--- src/rtl/debounce_pkg.sv ---
// Shared types and constants for the input debounce stage.
package debounce_pkg;

    typedef enum logic [1:0] {
        LOW_STABLE,
        LOW_TO_HIGH,
        HIGH_STABLE,
        HIGH_TO_LOW
    } db_state_t;

    localparam logic [7:0] GLITCH_MAX = 8'd255;

endpackage

--- src/rtl/sync_chain.sv ---
// Multi-flop synchroniser bringing an asynchronous level into clk.
module sync_chain #(
    parameter int STAGES = 2
) (
    input  logic clk,
    input  logic reset,
    input  logic d,
    output logic q
);

    logic [STAGES-1:0] ff;

    always_ff @(posedge clk or negedge reset) begin
        if (!reset) begin
            ff <= '0;
        end else begin
            ff <= {ff[STAGES-2:0], d};
        end
    end

    assign q = ff[STAGES-1];

endmodule

--- src/rtl/input_debounce_fsm.sv ---
// Synchronise, debounce and edge-detect the raw A input level.
module input_debounce_fsm
    import debounce_pkg::*;
#(
    parameter int SYNC_STAGES     = 2,
    parameter int DEBOUNCE_CYCLES = 4
) (
    input  logic       clk,
    input  logic       reset,
    input  logic       raw_in,
    input  logic       glitch_clr,
    output logic       a_clean,
    output logic       rise_pulse,
    output logic       fall_pulse,
    output logic       busy,
    output logic [7:0] glitch_count
);

    localparam int CNT_W = $clog2(DEBOUNCE_CYCLES);
    localparam logic [CNT_W-1:0] CNT_LAST = CNT_W'(DEBOUNCE_CYCLES - 1);
    localparam logic [CNT_W-1:0] CNT_ONE  = CNT_W'(1);

    logic             s;
    db_state_t        state_q, state_d;
    logic [CNT_W-1:0] cnt_q, cnt_d;
    logic             abort;
    logic             rise_d, fall_d;
    logic             rise_q, fall_q;
    logic [7:0]       gcnt_q;

    sync_chain #(
        .STAGES(SYNC_STAGES)
    ) u_sync (
        .clk  (clk),
        .reset(reset),
        .d    (raw_in),
        .q    (s)
    );

    always_comb begin
        state_d = state_q;
        cnt_d   = cnt_q;
        abort   = 1'b0;
        rise_d  = 1'b0;
        fall_d  = 1'b0;
        unique case (state_q)
            LOW_STABLE: begin
                if (s) begin
                    state_d = LOW_TO_HIGH;
                    cnt_d   = CNT_ONE;
                end
            end
            LOW_TO_HIGH: begin
                if (!s) begin
                    state_d = LOW_STABLE;
                    cnt_d   = '0;
                    abort   = 1'b1;
                end else if (cnt_q == CNT_LAST) begin
                    state_d = HIGH_STABLE;
                    cnt_d   = '0;
                    rise_d  = 1'b1;
                end else begin
                    cnt_d = cnt_q + CNT_ONE;
                end
            end
            HIGH_STABLE: begin
                if (!s) begin
                    state_d = HIGH_TO_LOW;
                    cnt_d   = CNT_ONE;
                end
            end
            HIGH_TO_LOW: begin
                if (s) begin
                    state_d = HIGH_STABLE;
                    cnt_d   = '0;
                    abort   = 1'b1;
                end else if (cnt_q == CNT_LAST) begin
                    state_d = LOW_STABLE;
                    cnt_d   = '0;
                    fall_d  = 1'b1;
                end else begin
                    cnt_d = cnt_q + CNT_ONE;
                end
            end
            default: begin
                state_d = LOW_STABLE;
                cnt_d   = '0;
            end
        endcase
    end

    always_ff @(posedge clk or negedge reset) begin
        if (!reset) begin
            state_q <= LOW_STABLE;
            cnt_q   <= '0;
            rise_q  <= 1'b0;
            fall_q  <= 1'b0;
        end else begin
            state_q <= state_d;
            cnt_q   <= cnt_d;
            rise_q  <= rise_d;
            fall_q  <= fall_d;
        end
    end

    // Clear has priority over a same-cycle abort
    always_ff @(posedge clk or negedge reset) begin
        if (!reset) begin
            gcnt_q <= '0;
        end else if (glitch_clr) begin
            gcnt_q <= '0;
        end else if (abort && gcnt_q != GLITCH_MAX) begin
            gcnt_q <= gcnt_q + 8'd1;
        end
    end

    assign a_clean      = (state_q == HIGH_STABLE) || (state_q == HIGH_TO_LOW);
    assign busy         = (state_q == LOW_TO_HIGH) || (state_q == HIGH_TO_LOW);
    assign rise_pulse   = rise_q;
    assign fall_pulse   = fall_q;
    assign glitch_count = gcnt_q;

endmodule

--- config.mk ---
export PLATFORM = sky130hd
export DESIGN_NAME = input_debounce_fsm
export DESIGN_NICKNAME = d
export VERILOG_FILES = /design/src/rtl/debounce_pkg.sv /design/src/rtl/sync_chain.sv /design/src/rtl/input_debounce_fsm.sv
export SDC_FILE = /design/constraint.sdc
export NUM_CORES = 1
export LEC_CHECK = 0
export CAP_MARGIN = 20
export CORE_UTILIZATION = 47
export DETAILED_ROUTE_END_ITERATION = 10
export PLACE_DENSITY = 0.78
export SYNTH_ARGS = -nofsm -noshare
export SYNTH_HDL_FRONTEND = slang
export SYNTH_SLANG_ARGS = --single-unit
--- constraint.sdc ---
create_clock -name clk -period 2 [get_ports clk]
set_input_delay 0.6 -clock clk [delete_from_list [all_inputs] [get_ports clk]]
set_output_delay 0.6 -clock clk [all_outputs]
set_load 0.02 [all_outputs]
== Word level (Yosys, flattened, before mapping) ==
Cells that the tools add are included.

* Register bits after elaboration: 16

* Add/subtract/negate cells: 2
* Reduce and logical (&&, ||, !) cells: 7
* Multiplexer cells: 22
* Equal/unequal tests: 9

{| class="wikitable"
|+ Operator list
! operator !! number
|-
| two-way mux 2 bit || 10
|-
| two-way mux 8 bit || 2
|-
| case mux 2 bit (4 select lines) || 2
|-
| adder 8 x 1 -> 8 bit (second input constant) || 1
|-
| != test 8 bit (second input constant) || 1
|-
| two-way mux 1 bit || 7
|-
| equality test 2 bit (second input constant) || 3
|-
| AND reduction 4 bit || 1
|-
| != test 3 x 2 -> 1 bit (second input constant) || 1
|-
| != test 3 bit (second input constant) || 1
|-
| adder 2 x 1 -> 2 bit (second input constant) || 1
|-
| equality test 2 x 1 -> 1 bit (second input constant) || 1
|-
| zero test 2 bit || 1
|-
| logical OR 1 bit || 2
|-
| != test 2 x 1 -> 1 bit (second input constant) || 1
|-
| != test 2 bit (second input constant) || 1
|-
| case mux 1 bit (2 select lines) || 1
|-
| AND reduction 2 bit || 1
|-
| nonzero test 2 bit || 1
|-
| logical AND 1 bit || 1
|}

== Depth between registers and ports, before layout ==
* Depth after elaboration: 5
* Depth in mapped cells: 6
* Mapped depth without buffers: 5

== By module ==
Synthesis repeated with hierarchy kept, for this count alone.

* Cell total of the unflattened synthesis: 72
* Area, all modules: 779.5 µm²

{| class="wikitable"
|+ By module, submodules not included
! module !! seq. area each (µm²) !! area each (µm²) !! cells an instance !! instances
|-
| input_debounce_fsm || 350.3 || 729.4 || 70 || 1
|-
| sync_chain || 50.0 || 50.0 || 2 || 1
|}

== Worst setup path before layout ==
No wires, ideal clock.

* Kind: flip-flop to flip-flop
* Start point: reg gcnt_q[0] (netlist: glitch_count[0])
* End point: reg gcnt_q[4] (netlist: glitch_count[4])
* Library setup time: 0.078 ns
* Data required time: 1.922 ns
* Cell stages (with the launch flop): 7
* Arrival: 1.551 ns
* Slack: 0.372 ns
* Path through: dfrtp_1 -> ha_1 -> nand3_1 -> o211ai_2 -> buf_6 -> or3_1 -> a21oi_1

* Word-level cells in the longest chain between the ends: 3

{| class="wikitable"
|+ RTL lines
! element !! line !! source
|-
| start, declared || input_debounce_fsm.sv:29 || <nowiki>logic [7:0] gcnt_q;</nowiki>
|-
| start signal, assigned || input_debounce_fsm.sv:113 || <nowiki>gcnt_q <= gcnt_q + 8'd1;</nowiki>
|-
| adder 8 x 1 -> 8 bit / != test 8 bit (equally long branches) || input_debounce_fsm.sv:113, input_debounce_fsm.sv:112 ||
|-
| two-way mux 8 bit / logical AND 1 bit (equally long branches) || input_debounce_fsm.sv:112 || <nowiki>end else if (abort && gcnt_q != GLITCH_MAX) begin</nowiki>
|-
| two-way mux 8 bit / nonzero test 2 bit (equally long branches) || -- ||
|}

Several ways; a longest one is shown, not always the timed one. The select of a mux whose other input is x is not followed.
A chain may end at the register's enable or synchronous reset.

== Final worst setup path ==
* Start point: reg gcnt_q[4] (netlist: glitch_count[4])
* End point: out glitch_count[4]

{| class="wikitable"
|+ RTL lines
! element !! line !! source
|-
| end, declared || input_debounce_fsm.sv:16 || <nowiki>output logic [7:0] glitch_count</nowiki>
|}

No word-level cell between the ends.

==> impl_results.md <==
- # hold bufs at CTS: 0
- Via count: 530
- Worst Path Required: about 1.4 ns
- Antenna viol nets, final: 0
- CTS tree: built
- Int Power: ~640 uW
- Pin count of the biggest net entering global routing: 17
- Synthesized flop and latch total: 16
- Critical path type: register to output pin
- Fraction of layout cells with a size suffix above 1: approximately 12%
- Area Growth Syn to Fin: 28.6%
- Synth cell count leaders: 16 x dfrtp_1, 8 x a21oi_1, 4 x nand2_1, 4 x nand3_1, 4 x o21ai_0
- Worst path slowest cell: clkdlybuf4s50_1
- Leakage power: 0.428 nW
- Final setup fails: 0
- Net Switching: 323 uW
- Setup Buffers After CTS: 0
- Ys Warns: 0
- Seq pwr share: roughly 44%
- Synth area leader: dfrtp_1
- DIE HEIGHT: 41.1 um
- Asr flop ratio synth: 100%
- Drt drc: 0
- Setup TNS: 0 ns
- Initial Utilization: between 50% and 60%
- Vias per cell: 5.46
- Peak supply drop: approximately 800 uV
- Io pins: 16
- Peak Freq: 0.519 GHz
- Global-route usage over all layers: 19.0%
- Min Tclk post-route: 1.93 ns
- Seq/Total Area, Yosys: a little under three fifths
- Final instance area: 923 um^2
- H-tree levels: 1
- Initial antenna violation count: 0
- RSZ-0062 raised after global routing: no
- Global-route wire length before repair: roughly 2000 um
- Stages on worst setup path: 1
- Rows: 13
- Max_slew headroom: between 60 and 70%
- Root Buffer: clkbuf_4
- Routability cong.: around 0.75
- DP Wirelength: 881 um
- Synthesized area per cell: 11.0 um^2
- Slowest stage delay, CP: 0.63 ns
- Post-synth EDFFs: 0
- Worst Max-Slew Pin Slew: 0.537 ns
- Worst-skew pair later-pin latency: 0.28 ns
- Synth Flop Type: dfrtp_1
- Hold Path Depth: 0
- Worst-case clock buffer depth: 2
- Width of the die: 41.1 um
- CP arrival: roughly 1.3 ns
- Worst Setup End Kind: output pin
- Clock sink count: 16
- Cts bufs inserted: 3
- Status: finished clean
- Clock power share: a little over a fifth
- GRT Residual Overflow: 0
- Final period utilization: slightly below 100%
- WHS: about 0.36 ns
- Critical-path cell list: clkdlybuf4s50_1
- Antenna Cells: 0
- Die area: 1690 um^2
- Post-synthesis cell area: around 700 um^2
- Max-cap violations: 0
- Final #Nets: 89
- Synth cell types: 24
- CP top delay family: buffers and inverters
- Number of global-route vias before repair: 484
- Cell with the most instances after synthesis: dfrtp_1
- Placed cell areas: ~880 um^2
- Starting DRC count in detailed routing: 6
- Clock skew: 0.00427 ns
- Final wirelength: 1300 um
- CP Max Fanout: 6
- Final Max Tran Viols: 0
- Synth area leaders: dfrtp_1 56%, a21oi_1 5.6%, ha_1 3.5%
- Net Sw Frac: 33.6%
- Gate Count Post-Synth: 65
- Core ar.: 1370 um^2
- CTS clock-pin slew for the worst setup and hold paths: around 0.09 ns
- Startpoint types: register
- Worst path bufs/invs: 1
- Combinational power share: roughly a third
- R2R cell count: 5
- First-pass DRT Iterations: 4
- Endpoints failing hold: 0
- Post-Syn Nets: between 70 and 80
- Power per cell area: 1040 nW/um^2
- Routed wire length per instance: approximately 13 um
- Yosys top cell area share: 55.7%
- Tightest Hold Check Type: register to register
- Port Buffers: 15
## flip-flops by register name (all words and copies together), names as in the netlist, named ones only
register,cells
glitch_count,8
cnt_q,2
u_sync.ff,2
fall_pulse,1
rise_pulse,1
state_q,1
## logic make-up (layout without fill, tap and decap cells)
logic type               count (synthesis)  in the layout  share of synthesized area (%)
AND/OR/NAND/NOR                         20             20                           15.9
flip-flops                              16             16                           55.7
buffers and inverters                    6             23                           4.18
XOR/XNOR                                 2              2                           3.49
adder cells (fa/ha/maj)                  2              2                           3.48
AO/OA/AOI/OAI                           17             17                           14.3
multiplexers                             2              2                           2.96
## metrics by stage
stage | setup WS, ns | util [%] | power [mW] | cells
global route | 0.00915 | 67.6 | 1.03 | 97
CTS | 0.0133 | 67.0 | 0.971 | 97
detailed placement | 0.223 | 64.4 | 0.761 | 93
finish | 0.0732 | 67.6 | 0.963 | 97
global placement | 0.255 | 64.4 | 0.752 | 93
floorplan | 0.372 | - | 0.661 | 65
## cell usage in the layout, fill, tap and decap left out, types with 3 or more instances in the layout
| cell type | synthesis | layout |
|---|---|---|
| or4_1 | 3 | 3 |
| o21ai_0 | 4 | 4 |
| nand3_1 | 4 | 4 |
| clkdlybuf4s50_1 | 0 | 12 |
| o31ai_1 | 3 | 3 |
| dlymetal6s2s_1 | 0 | 3 |
| nand2_1 | 4 | 4 |
| clkbuf_4 | 0 | 3 |
| a21oi_1 | 8 | 8 |
| dfrtp_1 | 16 | 16 |
## routing by layer
layer / track usage [%] / wire, um
met1: 24.2 / 660
met2: 29.3 / 577
met3: 4.89 / 47
met4: 9.68 / 12
met5: 0 / 0
## worst paths after layout
| check | start | end | slack [ns] |
|---|---|---|---|
| setup reg to reg | glitch_count[0] | glitch_count[7] | 0.20 |
| hold reg to reg | u_sync.ff[0] | u_sync.ff[1] | 0.36 |
| min in group asynchronous | reset | glitch_count[1] | 0.62 |
| hold / removal | u_sync.ff[0] | u_sync.ff[1] | 0.36 |
| max in group asynchronous | reset | glitch_count[7] | 1.20 |
| setup / recovery | glitch_count[4] | glitch_count[4] | 0.07 |
## final cells by class
| cell class | count | area [um^2] |
|---|---|---|
| clock buffers | 4 | 36.3 |
| fillers | 113 | 443 |
| inverters | 2 | 7.51 |
| multi-input cells | 43 | 288 |
| flip-flops and latches | 16 | 400 |
| well taps | 15 | 18.8 |
| repair buffers | 17 | 173 |
## worst reg2reg max path, stage by stage (launching register included)
cell and delay (ns):
dfrtp_1 0.43, ha_1 0.26, nand3_1 0.11, o211ai_2 0.23, or4_1 0.53, a21oi_1 0.16
## power by group through the flow
stage	Combinational, mW	Clock (mW)	Sequential [mW]
after global routing	0.361	0.236	0.428
final	0.329	0.211	0.424
after global placement	0.325	0	0.428
after detailed placement	0.331	0	0.429
after floorplan	0.214	0	0.447
after CTS	0.332	0.216	0.423
## timing repair
action                     CTS  global route
resized for setup            0             3
hold endpoints to repair     0             0
setup endpoints to repair    0             3
No activity file was read; power rests on OpenSTA's default activity.
